`config.mk`:
```
export PLATFORM = sky130hd
export DESIGN_NAME = serial_echo_device
export DESIGN_NICKNAME = d
export VERILOG_FILES = /design/src/rtl/serial_echo_pkg.sv /design/src/rtl/serial_echo_fifo.sv /design/src/rtl/serial_echo_device.sv
export SDC_FILE = /design/constraint.sdc
export NUM_CORES = 1
export LEC_CHECK = 0
export BUFFER_PORTS_ARGS = -buffer_cell sky130_fd_sc_hd__buf_2
export CAP_MARGIN = 15
export CORE_MARGIN = 2
export CORE_UTILIZATION = 55
export DETAILED_ROUTE_END_ITERATION = 12
export PLACE_DENSITY = 0.7
export SYNTH_ARGS = -nofsm -noshare
export SYNTH_HDL_FRONTEND = slang
export SYNTH_HIERARCHICAL = 1
export SYNTH_SLANG_ARGS = --single-unit
```
`constraint.sdc`:
```
create_clock -name clk -period 3.9 [get_ports clk]
set_input_delay 0.39 -clock clk [delete_from_list [all_inputs] [get_ports clk]]
set_output_delay 0.39 -clock clk [all_outputs]
set_load 0.05 [all_outputs]
```
`src/rtl/serial_echo_pkg.sv`:
```
// -----------------------------------------------------------------------------
// serial_echo_pkg
//   Shared types and helpers for the serial echo device.
//   rx_state_e  : deframer states (idle, data bits, stop bit)
//   tx_state_e  : serialiser states (idle, start, data bits, parity, gap)
//   even_parity : parity bit that makes the total number of ones even
// -----------------------------------------------------------------------------
package serial_echo_pkg;

   // Widest payload the parity helper accepts; callers zero-extend into it.
   localparam int PAR_W = 64;

   typedef enum logic [1:0] {
      R_IDLE,
      R_DATA,
      R_STOP
   } rx_state_e;

   typedef enum logic [2:0] {
      T_IDLE,
      T_START,
      T_DATA,
      T_PAR,
      T_GAP
   } tx_state_e;

   function automatic logic even_parity(input logic [PAR_W-1:0] v);
      return ^v;
   endfunction

endpackage : serial_echo_pkg

```
`src/rtl/serial_echo_fifo.sv`:
```
// -----------------------------------------------------------------------------
// serial_echo_fifo
//   Synchronous FIFO buffering deframed words between the RX and TX sides.
//   Pointers carry one extra MSB so full and empty are distinguishable when
//   the index bits match.
// Ports
//   clk, rst_n : clock, asynchronous active-low reset
//   push, din  : write request and data (ignored when full unless popping)
//   pop, dout  : read request and head-of-queue data (dout valid when !empty)
//   full/empty : occupancy flags
//   level      : words currently held, 0..DEPTH
// -----------------------------------------------------------------------------
module serial_echo_fifo
   import serial_echo_pkg::*;
#(
   parameter int DATA_W = 8,
   parameter int DEPTH  = 4
) (
   input  logic                   clk,
   input  logic                   rst_n,
   input  logic                   push,
   input  logic                   pop,
   input  logic [DATA_W-1:0]      din,
   output logic [DATA_W-1:0]      dout,
   output logic                   full,
   output logic                   empty,
   output logic [$clog2(DEPTH):0] level
);

   localparam int AW = $clog2(DEPTH);

   logic [DATA_W-1:0] mem [DEPTH];
   logic [AW:0]       wr_ptr;
   logic [AW:0]       rd_ptr;
   logic              do_push;
   logic              do_pop;

   assign empty   = (wr_ptr == rd_ptr);
   assign full    = (wr_ptr[AW] != rd_ptr[AW]) && (wr_ptr[AW-1:0] == rd_ptr[AW-1:0]);
   assign level   = wr_ptr - rd_ptr;
   assign do_pop  = pop && !empty;
   // A pop in the same cycle frees the slot, so a full FIFO can still accept.
   assign do_push = push && (!full || do_pop);
   assign dout    = mem[rd_ptr[AW-1:0]];

   // NOTE: sequential state uses non-blocking (<=) so every register samples
   // the pre-edge values, independent of statement order.
   always_ff @(posedge clk or negedge rst_n) begin
      if (!rst_n) begin
         wr_ptr <= '0;
         rd_ptr <= '0;
      end else begin
         if (do_push) wr_ptr <= wr_ptr + 1'b1;
         if (do_pop)  rd_ptr <= rd_ptr + 1'b1;
      end
   end

   // NOTE: the storage array has no reset; the pointers alone define which
   // entries are valid, and leaving it unreset lets it map onto plain RAM/flops.
   always_ff @(posedge clk) begin
      if (do_push) mem[wr_ptr[AW-1:0]] <= din;
   end

endmodule : serial_echo_fifo

```
`src/rtl/serial_echo_device.sv`:
```
// -----------------------------------------------------------------------------
// serial_echo_device
//   Deframes words arriving bit-serially on b, buffers them, and re-serialises
//   each one (XORed with XOR_MASK) onto a with a start bit, an even-parity bit
//   and a one-cycle gap.
//   Frame on b : start(1), DATA_W bits LSB first, stop(0).
//   Frame on a : start(1), DATA_W bits LSB first, parity, gap(0).
// Ports
//   clk, rst_n : clock, asynchronous active-low reset
//   b          : serial stimulus line, idles low
//   a          : registered serial response line, idles low
//   frame_err  : one-cycle pulse when a stop bit is 1 (frame dropped)
//   overflow   : sticky, set when a good frame is dropped on a full FIFO
//   fifo_level : words currently buffered
//   frames_rx  : frames accepted into the FIFO, wraps at 16 bits
// -----------------------------------------------------------------------------
module serial_echo_device
   import serial_echo_pkg::*;
#(
   parameter int                DATA_W     = 8,
   parameter int                FIFO_DEPTH = 4,
   parameter logic [DATA_W-1:0] XOR_MASK   = '0
) (
   input  logic                        clk,
   input  logic                        rst_n,
   input  logic                        b,
   output logic                        a,
   output logic                        frame_err,
   output logic                        overflow,
   output logic [$clog2(FIFO_DEPTH):0] fifo_level,
   output logic [15:0]                 frames_rx
);

   localparam int               CNT_W = $clog2(DATA_W);
   localparam logic [CNT_W-1:0] LAST  = CNT_W'(DATA_W - 1);

   // ---------------------------------------------------------------- RX side
   rx_state_e         rx_state, rx_next;
   logic [DATA_W-1:0] rx_shift;
   logic [CNT_W-1:0]  rx_cnt;
   logic              push_req;
   logic              stop_bad;

   // ---------------------------------------------------------------- TX side
   tx_state_e         tx_state, tx_next;
   logic [DATA_W-1:0] tx_shift;
   logic [DATA_W-1:0] tx_word;
   logic [CNT_W-1:0]  tx_cnt;
   logic              tx_par;
   logic              tx_pop;
   logic              a_next;

   // ---------------------------------------------------------------- FIFO
   logic              fifo_push;
   logic              fifo_full;
   logic              fifo_empty;
   logic [DATA_W-1:0] fifo_dout;
   logic              drop;

   // A good frame is dropped only when the FIFO is full and TX is not freeing
   // a slot in the same cycle.
   assign fifo_push = push_req && (!fifo_full || tx_pop);
   assign drop      = push_req && fifo_full && !tx_pop;
   assign tx_word   = fifo_dout ^ XOR_MASK;

   serial_echo_fifo #(
      .DATA_W (DATA_W),
      .DEPTH  (FIFO_DEPTH)
   ) u_fifo (
      .clk   (clk),
      .rst_n (rst_n),
      .push  (fifo_push),
      .pop   (tx_pop),
      .din   (rx_shift),
      .dout  (fifo_dout),
      .full  (fifo_full),
      .empty (fifo_empty),
      .level (fifo_level)
   );

   // ---------------------------------------------------------------- RX FSM
   always_ff @(posedge clk or negedge rst_n) begin
      if (!rst_n) rx_state <= R_IDLE;
      else        rx_state <= rx_next;
   end

   // NOTE: every signal driven here gets a default first, so no path through
   // the case leaves one unassigned and no latch is inferred.
   always_comb begin
      rx_next  = rx_state;
      push_req = 1'b0;
      stop_bad = 1'b0;
      case (rx_state)
         R_IDLE:  if (b) rx_next = R_DATA;
         R_DATA:  if (rx_cnt == LAST) rx_next = R_STOP;
         R_STOP: begin
            push_req = ~b;
            stop_bad = b;
            rx_next  = R_IDLE;
         end
         default: rx_next = R_IDLE;
      endcase
   end

   // Data arrives LSB first, so shift in from the top.
   always_ff @(posedge clk or negedge rst_n) begin
      if (!rst_n) begin
         rx_shift <= '0;
         rx_cnt   <= '0;
      end else begin
         case (rx_state)
            R_IDLE: rx_cnt <= '0;
            R_DATA: begin
               rx_shift <= {b, rx_shift[DATA_W-1:1]};
               rx_cnt   <= rx_cnt + 1'b1;
            end
            default: ;
         endcase
      end
   end

   // ---------------------------------------------------------------- status
   always_ff @(posedge clk or negedge rst_n) begin
      if (!rst_n) begin
         frame_err <= 1'b0;
         overflow  <= 1'b0;
         frames_rx <= '0;
      end else begin
         frame_err <= stop_bad;
         if (drop)      overflow  <= 1'b1;
         if (fifo_push) frames_rx <= frames_rx + 16'd1;
      end
   end

   // ---------------------------------------------------------------- TX FSM
   always_ff @(posedge clk or negedge rst_n) begin
      if (!rst_n) tx_state <= T_IDLE;
      else        tx_state <= tx_next;
   end

   // a_next is the value a carries while the FSM sits in tx_next, so the line
   // is registered yet aligned with the state it belongs to.
   always_comb begin
      tx_next = tx_state;
      tx_pop  = 1'b0;
      a_next  = 1'b0;
      case (tx_state)
         T_IDLE: begin
            if (!fifo_empty) begin
               tx_pop  = 1'b1;
               tx_next = T_START;
               a_next  = 1'b1;
            end
         end
         T_START: begin
            tx_next = T_DATA;
            a_next  = tx_shift[0];
         end
         T_DATA: begin
            if (tx_cnt == LAST) begin
               tx_next = T_PAR;
               a_next  = tx_par;
            end else begin
               a_next  = tx_shift[0];
            end
         end
         T_PAR:   tx_next = T_GAP;
         T_GAP:   tx_next = T_IDLE;
         default: tx_next = T_IDLE;
      endcase
   end

   // tx_shift[0] always holds the next bit to put on a.
   always_ff @(posedge clk or negedge rst_n) begin
      if (!rst_n) begin
         tx_shift <= '0;
         tx_par   <= 1'b0;
         tx_cnt   <= '0;
         a        <= 1'b0;
      end else begin
         a <= a_next;
         if (tx_pop) begin
            tx_shift <= tx_word;
            tx_par   <= even_parity(PAR_W'(tx_word));
         end else if (tx_state == T_START || tx_state == T_DATA) begin
            tx_shift <= tx_shift >> 1;
         end
         if (tx_state == T_START)     tx_cnt <= '0;
         else if (tx_state == T_DATA) tx_cnt <= tx_cnt + 1'b1;
      end
   end

endmodule : serial_echo_device

```
# Yosys cells after proc, flatten, opt, wreduce, memory -nomap -nowiden
# Memory sizes are Yosys's and may differ from the RTL's.
# Cells that the tools add are included.
# totals
register_bits,53
mem_bits_rw,32
out_inout_bits,22
wordCells,74
n_memories,1
# mem_list
memory,depth,word_bits,rd,rd_clocked_by_memory_dff,wr,line,rtl
u_fifo.mem,4,8,1,0,1,serial_echo_fifo.sv:32,logic [DATA_W-1:0] mem [DEPTH];
# op_classes
addsub,6
eq_ne,14
n_mux,19
bitwise_logic,1
n_reduce_logical,20
# ops
operator,n
$reduce_xor A64 Y1,1
$add A16 B1 Y16 const B,1
$mux W8,2
$add A3 B1 Y3 const B,4
$mux W3,4
$pmux W3 S4,1
$ne A2 B2 Y1 const B,4
$mux W1,7
$eq A3 B2 Y1 const B,2
$eq A3 B3 Y1 const B,2
$logic_and A1 B1 Y1,6
$pmux W3 S2,1
$reduce_bool A2 Y1,3
$mux W2,2
$pmux W2 S2,1
$reduce_and A2 Y1,2
$eq A3 B1 Y1 const B,1
$eq A3 B3 Y1,1
$logic_not A1 Y1,3
$logic_not A3 Y1,1
$logic_or A1 B1 Y1,3
$pmux W1 S3,1
$sub A3 B3 Y3,1
$eq A2 B1 Y1 const B,1
5 further kinds,5

# Logic depth before layout (Yosys ltp)
# Gate-level depths: netlist of the first run.
# depth
ltp_word,8
ltp_mapped,11
mapped_depth_nobuf,9

# By module
# The synthesis of the first run kept the hierarchy.
# by_module_without_submodules
mod,n_inst,cells_each,area_each_um2,seq_area_each_um2
serial_echo_device,1,192,2152.1,1176.1
serial_echo_fifo,1,88,1614.0,1111.1

# Worst setup path after synthesis of the first run
# No wires, ideal clock.
# synth_timing
kind,register -> register
startpoint,reg u_fifo.rd_ptr[1]
endpoint,"mem u_fifo.mem[0][0], enable pin"
t_arrival_ns,2.653
path_slack_ns,0.915
stages_incl_launch_ff,11
path_cell_list,dfrtp_1 clkbuf_1 inv_1 ha_1 nand2_1 nor2b_1 nor4_2 buf_2 nand3b_1 or2_1 and3_1
# synth_between
elab_chain_cells,8
elab_cells_between_ends,14
cone_classes,eq/ne: 2; mux: 4; reduce/logical: 8
# synth_rtl
element,line,rtl
start: declaration,serial_echo_fifo.sv:34,logic [AW:0] rd_ptr;
start signal: assignment,serial_echo_fifo.sv:54,if (do_pop) rd_ptr <= rd_ptr + 1'b1;
$eq A3 B3 Y1 (*),serial_echo_fifo.sv:38,assign empty = (wr_ptr == rd_ptr);
named net fifo_empty,serial_echo_device.sv:56,logic fifo_empty;
$mux W1 (*),serial_echo_device.sv:149,if (!fifo_empty) begin
$mux W1 (*),serial_echo_device.sv:147,case (tx_state)
named net tx_pop,serial_echo_device.sv:50,logic tx_pop;
$logic_or A1 B1 Y1 / $logic_and A1 B1 Y1 (equally long branches),"serial_echo_device.sv:62, serial_echo_fifo.sv:41",
$logic_and A1 B1 Y1 / $logic_or A1 B1 Y1 (equally long branches),"serial_echo_device.sv:62, serial_echo_fifo.sv:43",
$logic_and A1 B1 Y1 (*),serial_echo_fifo.sv:43,assign do_push = push && (!full || do_pop);
$mux W1 (*),serial_echo_fifo.sv:61,if (do_push) mem[wr_ptr[AW-1:0]] <= din;
$mux W1 (implied by the code) (*),serial_echo_fifo.sv:61,
end: declaration,serial_echo_fifo.sv:32,
# Mark *: on every way through the listed nets, which the timed path passes. The rest lies on a longest branch.

# Worst setup path in the final report of the first run
# layout_timing
startpoint,reg u_fifo.rd_ptr[1]
endpoint,"mem u_fifo.mem[3][1], enable pin"
# layout_between
elab_chain_cells,8
elab_cells_between_ends,14
cone_classes,eq/ne: 2; mux: 4; reduce/logical: 8
# layout_rtl
element,line
$eq A3 B3 Y1 (*),serial_echo_fifo.sv:38
named net fifo_empty,serial_echo_device.sv:56
$mux W1,serial_echo_device.sv:149
$mux W1,serial_echo_device.sv:147
$logic_or A1 B1 Y1 / $logic_and A1 B1 Y1 (equally long branches),"serial_echo_device.sv:62, serial_echo_fifo.sv:41"
$logic_and A1 B1 Y1 / $logic_or A1 B1 Y1 (equally long branches),"serial_echo_device.sv:62, serial_echo_fifo.sv:43"
$logic_and A1 B1 Y1 (*),serial_echo_fifo.sv:43
$mux W1 (*),serial_echo_fifo.sv:61
$mux W1 (implied by the code) (*),serial_echo_fifo.sv:61
# Marks and branches as above.

==> results of run 1 <==
critical path, stage by stage, from the launching register on:
cell,delay (ps)
dfrtp_1,630
inv_1,90
ha_1,320
nand2_1,130
nor2b_1,110
o41ai_4,380
nor2b_1,180
buf_4,190
nand2_1,100
a21oi_1,630
state kept, by name, summed over array words and instances, names as in the netlist, 3 cells and up:
name,flops
u_fifo/mem,32
frames_rx,16
rx_shift,8
tx_shift,8
rx_cnt,3
tx_cnt,3
tx_state,3
u_fifo/rd_ptr,3
u_fifo/wr_ptr,3
per-stage QoR:
step	instances	cell area [µm²]	power, mW	hold slack, ps
finish	394	4170	3.14	134
CTS	394	4170	3.18	143
detailed placement	378	3960	2.56	485
global route	394	4170	3.38	190
floorplan	280	3770	2.30	94.4
global placement	378	3960	2.52	456
kinds of logic (layout without fill, tap and decap cells):
logic type / after synthesis / in the layout / synth area share
compound gates: 30 / 30 / 0.0568
xor+xnor: 27 / 27 / 0.0668
fa+ha+maj: 13 / 13 / 0.0452
buf+inv: 17 / 51 / 0.0209
flops: 85 / 85 / 0.607
mux: 22 / 22 / 0.0880
simple gates: 86 / 86 / 0.115
routing by layer:
metal	part of all wire	wire [µm]
met5	0	0
met4	0.012	73
met3	0.027	161
met2	0.44	2680
met1	0.52	3130
how the worst min path moves through the flow:
stage / startpoint / end / slack (ps) / cells past startpoint
finish: rst_n / tx_shift[3]$_DFFE_PN0P_ / 130 / 1
global route: rst_n / rx_shift[4]$_DFFE_PN0N_ / 190 / 1
CTS: rst_n / tx_shift[2]$_DFFE_PN0P_ / 140 / 1
detailed placement: overflow$_DFFE_PN0P_ / overflow$_DFFE_PN0P_ / 490 / 1
global placement: frames_rx[15]$_DFFE_PN0P_ / frames_rx[15]$_DFFE_PN0P_ / 460 / 1
floorplan: rst_n / a$_DFF_PN0_ / 90 / 0
cells in the final DEF, fill, tap and decap left out, types with 2 or more instances in the layout:
| cell | instances |
|---|---|
| mux4_2 | 8 |
| nand4_1 | 6 |
| nor2_1 | 9 |
| a21oi_1 | 4 |
| buf_4 | 4 |
| nor2b_1 | 3 |
| xnor2_1 | 24 |
| mux2_2 | 5 |
| edfxtp_1 | 32 |
| o21bai_1 | 2 |
| clkbuf_16 | 2 |
| buf_2 | 24 |
| nand3_1 | 6 |
| nand2_1 | 44 |
| mux2i_1 | 8 |
| ha_1 | 12 |
| o21ai_0 | 12 |
| inv_1 | 7 |
| dfrtp_1 | 53 |
| and3_1 | 5 |
| clkbuf_8 | 10 |
| a22o_1 | 7 |
| clkbuf_1 | 2 |
power by group:
part,total [mW],switching (mW),leakage [nW],internal (mW)
logic,1.18,0.662,0.723,0.516
clock network,0.616,0.290,0.107,0.327
registers,1.35,0.204,0.980,1.14
total,3.14,1.16,1.81,1.99
cell type report:
type	count	share of cell area
Timing Repair Buffer	28	0.0360
Clock inverter	2	0.00270
Multi-Input combinational cell	178	0.336
Clock buffer	14	0.0468
Sequential cell	85	0.548
Tap cell	80	0.0240
Inverter	7	0.00630
==> impl_metrics.toml, run 1 <==
[synthesis]
yosys-top-cells-count = "53 x dfrtp_1, 44 x nand2_1, 32 x edfxtp_1, 24 x xnor2_1"
ys_async_sr_fraction = 0.624
synth_ff_type = "dfrtp_1"
ys_warn_count = 6
ys_ff_latch = 85
synth_edf_count = 32
syn-num-nets = 296
yosys.cell_types.count = 45
syn_area_per_cell_um2 = 13.5
yosysTopAreaCellShare = 0.352
yosysSeqAreaShare = 0.607
syn_inst = 280
synth.most_common_cell = "dfrtp_1"
ys_top_cells_by_area = "dfrtp_1 35%, edfxtp_1 26%, xnor2_1 5.6%"
syn-cell-area_um2 = 3770
yosys.area.top_type = "dfrtp_1"

[worst_setup_path]
reg2reg_slack_ps = 760
crit_fanout = 13
start_kind = "register"
critPathKind = "register to register"
arrival_ps = 3110
timing.rr.start = "u_fifo/rd_ptr[1]$_DFFE_PN0P_"
required_ps = 3870
cp-endpoint = "u_fifo/mem[3][1]$_DFFE_PP_"
crit_start = "u_fifo/rd_ptr[1]$_DFFE_PN0P_"
end_kind = "register"
r2r_cells = 9
timing.rr.end = "u_fifo/mem[3][1]$_DFFE_PP_"

[routing]
drtIter0Drc = 134
wl_per_cell_um = 15.3
viasPerCell = 5.34
dr_total_vias = 2104
drc_errors = 0
drtPass1Iterations = 5
postRouteAntennaNets = 0
routed_wl_um = 6040

[sta]
max_freq_mhz = 318
worstMarginPinSlew_ps = 831
finalHoldViolCount = 0
period_needed_ps = 3140
period_share = 0.806
final_max_slew_viol_count = 0
setup-violations-final = 0
slew_headroom = 0.446
skew_ps = 8.80
setup_tns_ps = 0
rsz0062_at_grt = "no"
setup_slack_ps = 757

[power]
p_leak_nw = 1.81
ir_worst_vdd_mv = 0.287
powerDensity_nw_per_um2 = 754

[global_routing]
grt_pass1_wl_um = 10400
grt_pass1_vias = 2093
grt_max_degree = 37
grtUsageMet1 = 0.276
grt_util_met3 = 0.0495
track_usage = 0.183
antenna_found_initial = 0
grt_busiest_layer = "met1"
groute.layer.met2.usage = 0.250
grt_overflow = 0

[clocking]
clk_latency_ps = 350
cts-root-buf = "clkbuf_8"
clk_pin_slew_ps = 80
ctsResizeCount = 0
cts_hold_buf = 0
cts_buffers = 9
cts_tree = "done"
h-tree-depth = 3
clock_path_buffers = 2
clock-sinks = 85
cts_setup_buffers = 0

[finish]
drive_above_1_share = 0.204
seq_area_um2 = 2290
area_growth_pct = 10.7
finish.utilization = 0.621
fin_nets = 325
n_fill_cell = 516
n_antenna_cell = 0
multiInputGateArea_um2 = 1400

[outcome]
status = "finished clean"

[flow_run]
drv_cap = 0

[placed_design]
io_buffers = 24
hpwl_um = 4330
gp_congestion = 0.727
dpl_worst_slack_ps = 746

[die]
core_area_um2 = 6720
die_h_um = 86.8
die-area_um2 = 7530
initial_core_util = 0.561
pin_count = 25
rows = 30
die_w_um = 86.8

[hold_path]
hold_class = "input pin to asynchronous set/reset pin"
Note: power is estimated with default switching activity, not from simulation.
==> run 2: changes to the inputs <==
Settings changed: CORE_UTILIZATION 55 to 54, PLACE_DENSITY 0.7 to 0.72.
Clock period 3.9 ns to 2.8 ns, I/O delays scaled along.
==> impl_metrics.toml, run 2 (synthesis gave the netlist of run 1 again) <==
[sta]
slew_headroom = 0.673
period_needed_ps = 2540
rsz0062_at_grt = "no"
setup_tns_ps = 0
setup-violations-final = 0
max_freq_mhz = 394
worstMarginPinSlew_ps = 491
finalHoldViolCount = 0
period_share = 0.906
skew_ps = 9.12
final_max_slew_viol_count = 0

[placed_design]
place_inst = 383
hpwl_um = 4370
gp_congestion = 0.807
io_buffers = 24
place_area_um2 = 4010

[hold_path]
hold_class = "input pin to register"
holdCritStartpoint = "b"
hold_depth = 3
hold_end = "rx_shift[7]$_DFFE_PN0N_"

[power]
clock_power_share = 0.221
seq_power_share = 0.397
p_leak_nw = 1.86
p_comb_frac = 0.382
switching_share = 0.360
ir_worst_vdd_mv = 0.483
p_int_mw = 2.95
p_switching_mw = 1.66
powerDensity_nw_per_um2 = 1080

[flow_run]
drv_cap = 0

[clocking]
cts-root-buf = "clkbuf_8"
clock_path_buffers = 2
cts_tree = "done"
h-tree-depth = 3
clk_pin_slew_ps = 90
clock-sinks = 85
clk_latency_ps = 360
cts_buffers = 9

[routing]
dr_total_vias = 2141
drc_errors = 0
drtIter0Drc = 97
wl_per_cell_um = 15.7
postRouteAntennaNets = 0
routed_wl_um = 6280
viasPerCell = 5.35
drtPass1Iterations = 4

[worst_setup_path]
critPathKind = "register to register"
r2r_cells = 9
cp_num_buf_inv = 2
crit_fanout = 8
timing.rr.end = "u_fifo/mem[1][6]$_DFFE_PP_"
slowest_stage = "dfrtp_1"
reg2reg_slack_ps = 260
crit_family = "simple AND/OR/NAND/NOR gates"
crit_path_cell_trace = "inv_1 > ha_1 > nand2_1 > nor2b_1 > buf_4 > nor4_4 > nand3b_1 > or2_1 > and3_2"
arrival_ps = 2580
start_kind = "register"
end_kind = "register"
timing.rr.start = "u_fifo/wr_ptr[0]$_DFFE_PN0P_"
required_ps = 2850
slowest_delay_ps = 420

[die]
pin_count = 25
rows = 30
initial_core_util = 0.557
die-area_um2 = 7660
die_h_um = 87.5
core_area_um2 = 6760
die_w_um = 87.5

[finish]
area_growth_pct = 13.5
mostFrequentLayoutCell = "dfrtp_1"
finalInstanceArea_um2 = 4270
final_cell_mix = "53 x dfrtp_1, 44 x nand2_1, 32 x edfxtp_1"
finish.utilization = 0.633
instances_no_fill = 400
n_antenna_cell = 0
fin_nets = 331
drive_above_1_share = 0.234
largest_reg_flops = 32

[global_routing]
antenna_found_initial = 0
grt_pass1_vias = 2099
track_usage = 0.183
grt_overflow = 0
grt_max_degree = 22
grt_pass1_wl_um = 10500

[outcome]
status = "finished clean"
## run 2: changes by cell type in the layout (fill, tap and decap cells not counted), sizes merged
cell,before,now
buf,28,33
bufinv,0,3
clkbuf,14,9
clkinv,1,3
dlygate4sd3,0,1
## run 2: worst max path at each step
| stage | from | to | slack (ps) | depth (start not counted) |
|---|---|---|---|---|
| 2_1_floorplan | u_fifo/rd_ptr[1]$_DFFE_PN0P_ | u_fifo/mem[0][0]$_DFFE_PP_ | 60 | 10 |
| 3_3_place_gp | u_fifo/wr_ptr[0]$_DFFE_PN0P_ | u_fifo/mem[3][4]$_DFFE_PP_ | 210 | 8 |
| 3_5_place_dp | u_fifo/wr_ptr[0]$_DFFE_PN0P_ | u_fifo/mem[3][5]$_DFFE_PP_ | 120 | 8 |
| 4_1_cts | u_fifo/wr_ptr[0]$_DFFE_PN0P_ | u_fifo/mem[3][2]$_DFFE_PP_ | 90 | 8 |
| 5_1_grt | u_fifo/wr_ptr[0]$_DFFE_PN0P_ | u_fifo/mem[3][0]$_DFFE_PP_ | 10 | 8 |
| 6_report | u_fifo/wr_ptr[0]$_DFFE_PN0P_ | u_fifo/mem[1][6]$_DFFE_PP_ | 260 | 9 |
## run 2: power by group through the flow
stage                     Clock (mW)  Combinational (mW)  Sequential [mW]
final                           1.02                1.76             1.83
after global routing            1.09                1.97             1.87
after CTS                       1.04                1.78             1.84
after detailed placement           0                1.77             1.86
after global placement             0                1.74             1.85
after floorplan                    0                1.40             1.83
## run 2: through the flow
stage	total power, mW	setup WS, ps	hold WS [ps]
3_3_place_gp	3.59	206	220
4_1_cts	4.66	94.4	157
6_report	4.61	264	167
3_5_place_dp	3.64	116	229
2_1_floorplan	3.23	61.5	-15.6
5_1_grt	4.93	13.2	215
## run 2: per-layer routing
metal / track usage / vias to the layer above / wire length, µm
met1: 0.279 / 1042 / 3200
li1: - / 1064 / -
met2: 0.256 / 27 / 2770
met4: 0.0881 / 0 / 129
met5: 0 / - / 0
met3: 0.0332 / 8 / 188
## run 2: worst reg2reg max path, stage by stage, from the launching register on
cell and delay, ps:
dfrtp_1 420, inv_1 110, ha_1 350, nand2_1 130, nor2b_1 90, buf_4 150, nor4_4 300, nand3b_1 200
or2_1 150, and3_2 320
## run 2: repair_timing
| action | 4_1_cts | 5_1_grt |
|---|---|---|
| hold buffers | 1 | 0 |
| resized for setup | 0 | 5 |
| endpoints found under the setup margin | 0 | 32 |
| buffers inserted | 0 | 0 |
| hold endpoints to repair | 13 | 0 |
## run 2: final cells by class
cell class / count / area (µm²)
Sequential cell: 85 / 2290
Timing Repair Buffer: 34 / 198
Clock inverter: 7 / 113
Tap cell: 80 / 100
Multi-Input combinational cell: 178 / 1430
Inverter: 7 / 26.3
Fill cell: 525 / 2480
Clock buffer: 9 / 124
